<file path="src/rtl/uart_tx_mm.sv">
// Memory-mapped 8N1 UART transmitter: stores push bytes into a small TX FIFO,
// a serializer drains it onto tx, and a status word is readable for polling.
module uart_tx_mm #(
    parameter int unsigned CLK_FREQ   = 50000000,
    parameter int unsigned BAUD       = 115200,
    parameter int unsigned FIFO_DEPTH = 4
) (
    input  logic        clk,
    input  logic        rst,
    input  logic        we,
    input  logic        sel,
    input  logic [31:0] WD,
    output logic [31:0] RD,
    output logic        tx,
    output logic        busy
);

    localparam int unsigned CLKS_PER_BIT = CLK_FREQ / BAUD;
    localparam int unsigned CNT_W        = $clog2(CLKS_PER_BIT);
    localparam int unsigned PTR_W        = $clog2(FIFO_DEPTH);
    localparam int unsigned COUNT_W      = PTR_W + 1;

    localparam logic [CNT_W-1:0]   CNT_LAST   = CNT_W'(CLKS_PER_BIT - 1);
    localparam logic [COUNT_W-1:0] FULL_COUNT = COUNT_W'(FIFO_DEPTH);

    typedef enum logic [1:0] {
        IDLE  = 2'd0,
        START = 2'd1,
        DATA  = 2'd2,
        STOP  = 2'd3
    } state_t;

    state_t             state, stateNext;
    logic [CNT_W-1:0]   cnt, cntNext;
    logic [2:0]         bitIdx, bitIdxNext;
    logic [7:0]         sh, shNext;
    logic               txNext;
    logic               busyNext;

    logic [7:0]         mem [FIFO_DEPTH];
    logic [PTR_W-1:0]   wrPtr, rdPtr;
    logic [COUNT_W-1:0] count, countNext;
    logic               overflow;

    logic               fifoFull, fifoEmpty;
    logic               dataWrite, statusWrite;
    logic               push, pop, dropped;
    logic               txActive;

    // Only WD[7:0] (data) and WD[3] (overflow clear) carry meaning.
    logic               unusedWd;
    assign unusedWd = ^WD[31:8];

    assign fifoFull    = (count == FULL_COUNT);
    assign fifoEmpty   = (count == '0);
    assign dataWrite   = we && !sel;
    assign statusWrite = we && sel;
    assign txActive    = (state != IDLE);

    // A pop in the same cycle frees a slot, so a push into a full FIFO is accepted then.
    assign push    = dataWrite && (!fifoFull || pop);
    assign dropped = dataWrite && fifoFull && !pop;

    assign RD = sel ? {28'h0, overflow, txActive, fifoEmpty, fifoFull} : 32'h0;

    always_comb begin
        countNext = count;
        case ({push, pop})
            2'b10:   countNext = count + COUNT_W'(1);
            2'b01:   countNext = count - COUNT_W'(1);
            default: countNext = count;
        endcase
    end

    always_ff @(posedge clk) begin
        if (!rst) begin
            wrPtr    <= '0;
            rdPtr    <= '0;
            count    <= '0;
            overflow <= 1'b0;
        end else begin
            if (push) wrPtr <= wrPtr + PTR_W'(1);
            if (pop)  rdPtr <= rdPtr + PTR_W'(1);
            count <= countNext;
            if (dropped) begin
                overflow <= 1'b1;
            end else if (statusWrite && WD[3]) begin
                overflow <= 1'b0;
            end
        end
    end

    // Storage needs no reset: pointers and count define validity.
    always_ff @(posedge clk) begin
        if (rst && push) mem[wrPtr] <= WD[7:0];
    end

    // Serializer next-state, datapath and line output.
    always_comb begin
        stateNext  = state;
        cntNext    = cnt;
        bitIdxNext = bitIdx;
        shNext     = sh;
        pop        = 1'b0;
        txNext     = 1'b1;
        busyNext   = 1'b0;

        case (state)
            IDLE: begin
                if (!fifoEmpty) begin
                    pop       = 1'b1;
                    shNext    = mem[rdPtr];
                    cntNext   = '0;
                    stateNext = START;
                end
            end
            START: begin
                if (cnt == CNT_LAST) begin
                    cntNext    = '0;
                    bitIdxNext = 3'd0;
                    stateNext  = DATA;
                end else begin
                    cntNext = cnt + CNT_W'(1);
                end
            end
            DATA: begin
                if (cnt == CNT_LAST) begin
                    cntNext    = '0;
                    shNext     = {1'b0, sh[7:1]};
                    bitIdxNext = bitIdx + 3'd1;
                    if (bitIdx == 3'd7) stateNext = STOP;
                end else begin
                    cntNext = cnt + CNT_W'(1);
                end
            end
            STOP: begin
                if (cnt == CNT_LAST) begin
                    cntNext   = '0;
                    stateNext = IDLE;
                end else begin
                    cntNext = cnt + CNT_W'(1);
                end
            end
            default: stateNext = IDLE;
        endcase

        case (stateNext)
            START:   txNext = 1'b0;
            DATA:    txNext = shNext[0];
            default: txNext = 1'b1;
        endcase

        busyNext = (stateNext != IDLE) || (countNext != '0);
    end

    always_ff @(posedge clk) begin
        if (!rst) begin
            state  <= IDLE;
            cnt    <= '0;
            bitIdx <= 3'd0;
            sh     <= 8'h00;
            tx     <= 1'b1;
            busy   <= 1'b0;
        end else begin
            state  <= stateNext;
            cnt    <= cntNext;
            bitIdx <= bitIdxNext;
            sh     <= shNext;
            tx     <= txNext;
            busy   <= busyNext;
        end
    end

endmodule

</file>
<file path="config.mk">
export PLATFORM = sky130hd
export DESIGN_NAME = uart_tx_mm
export DESIGN_NICKNAME = d
export VERILOG_FILES = /design/src/rtl/uart_tx_mm.sv
export SDC_FILE = /design/constraint.sdc
export NUM_CORES = 1
export LEC_CHECK = 0
export CAP_MARGIN = 20
export CORE_ASPECT_RATIO = 0.7
export CORE_MARGIN = 4
export CORE_UTILIZATION = 50
export CTS_BUF_LIST = sky130_fd_sc_hd__clkbuf_16
export DETAILED_ROUTE_END_ITERATION = 16
export PLACE_DENSITY = 0.79
export SYNTH_ARGS = -nofsm -noshare
export SYNTH_HDL_FRONTEND = slang
export SYNTH_SLANG_ARGS = --single-unit
</file>
<file path="constraint.sdc">
create_clock -name clk -period 4.6 [get_ports clk]
set_clock_uncertainty 0.15 [all_clocks]
set_input_delay 1.38 -clock clk [delete_from_list [all_inputs] [get_ports clk]]
set_output_delay 1.38 -clock clk [all_outputs]
set_load 0.01 [all_outputs]
</file>
==> results_dict.tcl <==
set metrics [dict create \
    grt_pass1_vias 2056 \
    clk_transition_reported_paths_ns 0.05 \
    drt-total-wl_mm 5.94 \
    syn-cell-area_um2 3120 \
    fp.coreArea_um2 5870 \
    cp.arrival_ns 2.67 \
    synth-seq-cells 66 \
    path_max_fanout 7 \
    syn_avg_cell_area_um2 10.9 \
    max_clock_freq_ghz 0.238 \
    finalHoldViolations 0 \
    outcome "finished, final reports clean" \
    yosysTopAreaCell "edfxtp_1" \
    timing_worst_slew_pin_value_ns 1.02 \
    antenna_cells_inserted 0 \
    critical_path.startpoint_type "input pin" \
    ys.flop_type "dfxtp_1" \
    peakVddDrop_mv 0.303 \
    filler_cell_count 473 \
    avgRoutedWirePerCell_um 15.4 \
    flow.area_growth_from_synthesis_pct 13.1 \
    port_buffers 17 \
    start_util_pct 53.1 \
    post-synth-top-area-fraction_pct 30.8 \
    ioPinCount 70 \
    power_density_nw_per_um2 550 \
    final_period_minus_worst_setup_slack_ns 4.20 \
    layout_setup_ws_ns 0.401 \
    detail_route.iter0.violations 181 \
    detail-route-antenna-nets 0 \
    tritoncts_buffers 9 \
    tightest_hold_check_type "reg2reg" \
    grtUsageMet3_pct 5.72 \
    tritoncts "built" \
    holdBufCountCts 0 \
    nets 350 \
    globalRouteMet2Util_pct 28.0 \
    synth.yosys.warnings 0 \
    pre_cts_ws_ns 0.234 \
    grt_util_met1_pct 22.9 \
    synth_async_sr_flop_share_pct 0 \
    dieArea_um2 7580 \
    synth_top_cells_by_count "dfxtp_1 (34), edfxtp_1 (32), buf_4 (30)" \
    die_height_um 74.0 \
    slew_violations 0 \
    layout.core_utilization_pct 60.0 \
    core.rowCount 23 \
    number_of_antenna_violations_at_the_first_check_in_global_routing 0 \
    globalplace.congestion 0.832 \
    via_cell_ratio 5.42 \
    clock_insertion_delay_at_the_later_pin_of_the_skew_report_ns 0.33 \
    timing.critical_path.to_type "primary output" \
    root_buffer "clkbuf_16" \
    grt-ovfl-total 0 \
    die-width_um 102 \
    static-leakage-power_nw 1.30 \
    timing.final.crit_share_pct 91.3 \
    cts_buffer_depth 2 \
    place.detailed.hpwl_mm 4.07 \
    maxCapViolations 0 \
    required_ns 3.07 \
    synth_cells 286 \
    cts_setup_buffers 0 \
    grt_setup_unrepaired "false" \
    grt_max_degree 29 \
    vias 2088 \
    seq_area_frac_synth_pct 52.7 \
    tritoncts_num_sinks 66 \
    post_cts.resized_instances 0 \
    finalSetupViolations 0 \
    synth_enable_flop_cells 32 \
    h-tree-depth 3 \
    synth.most_common_cell "dfxtp_1" \
    tns_ns 0 \
    slew_hr_pct 32.2 \
    grt_first_pass_wirelength_mm 9.96 \
    drt_pass1_iterations 5 \
    yosysUniqueCellTypes 47 \
    leading_post_synthesis_cells_by_cell_area "edfxtp_1 (31%), dfxtp_1 (22%), buf_4 (7.2%)" \
    global_route.peak_usage_layer "met2" \
    drive_above_1_share_pct 9.35 \
    grt.total_usage_pct 17.5 \
    drc_errors 0 \
    critPathKind "in2out" \
]
-- area by class of cell --
type	count	area, um2	area share, %
well taps	75	93.8	2.66
clock inverters	7	62.6	1.77
repair buffers	19	185	5.25
clock buffers	9	225	6.39
flip-flops and latches	66	1640	46.6
multi-input cells	202	1290	36.6
inverters	7	26.3	0.745
-- cells by family (layout without fill, tap and decap cells) --
group	after synthesis	count (layout)	synth area share, %
xor+xnor	5	5	1.41
fa+ha+maj	9	9	3.86
other cells	1	28	0.120
mux	9	9	6.14
buf+inv	45	42	9.16
simple gates	100	100	16.0
compound gates	51	51	10.6
flops	66	66	52.7
-- layer usage --
metal  wire length (um)  up-vias  part of all wire [%]
met5                  0        -                     0
met4                 83        0                   1.4
met3                305       10                   5.1
met2               2830       55                    48
met1               2720     1006                    46
li1                   -     1017                     -
-- critical path, cell delays in order --
cell	delay (ns)
clkdlybuf4s50_1	0.57
and3_1	0.18
clkdlybuf4s50_1	0.54
-- per-stage QoR --
step	hold WS [ns]	instances	total power, mW	instance area (um2)
after global placement	0.294	369	1.27	3240
after global routing	0.334	385	2.06	3520
final	0.306	385	1.94	3520
after CTS	0.308	385	1.95	3520
after floorplan	0.284	313	1.16	3220
after detailed placement	0.301	369	1.29	3240
-- layout by cell type (no fill, tap or decap), types with 2 or more instances in the layout --
| cell type | n |
|---|---|
| nor2_1 | 27 |
| nand2_1 | 28 |
| edfxtp_1 | 32 |
| o2111ai_1 | 2 |
| buf_4 | 2 |
| and2_1 | 9 |
| o21ai_0 | 9 |
| and3_1 | 8 |
| or2_2 | 2 |
| a21oi_1 | 16 |
| clkdlybuf4s50_1 | 17 |
| nor3_1 | 4 |
| mux4_2 | 8 |
| inv_1 | 9 |
| a41oi_1 | 2 |
| a31oi_1 | 2 |
| ha_1 | 8 |
| nor3b_1 | 3 |
| a311oi_1 | 4 |
| a22oi_1 | 9 |
| xor2_1 | 2 |
| nand3b_1 | 2 |
| clkinvlp_4 | 2 |
| nand3_1 | 7 |
| clkbuf_16 | 9 |
| xnor2_1 | 3 |
| dfxtp_1 | 34 |
| conb_1 | 28 |
| clkinv_2 | 2 |
-- state kept, by name, indices dropped and copies added, names as in the netlist, named ones only --
register	count
busy	1
rdPtr	2
sh	8
bitIdx	3
overflow	1
wrPtr	2
tx	1
cnt	9
count	3
state	2
mem	32
-- final timing paths --
check | start | endpoint | slack, ns | depth (start not counted)
min | sh[1] | sh[1] | 0.31 | 2
max reg2reg | state[0] | busy | 1.27 | 9
max | sel | RD[0] | 0.40 | 3
min reg2reg | sh[1] | sh[1] | 0.31 | 2
-- power breakdown --
| part | total [mW] | internal [mW] | switching, mW | leakage, nW |
|---|---|---|---|---|
| clock network | 0.651 | 0.413 | 0.238 | 0.144 |
| logic | 0.514 | 0.221 | 0.293 | 0.588 |
| registers | 0.775 | 0.695 | 0.0797 | 0.566 |
| total | 1.94 | 1.33 | 0.611 | 1.30 |
(Power assumes the default switching activity.)
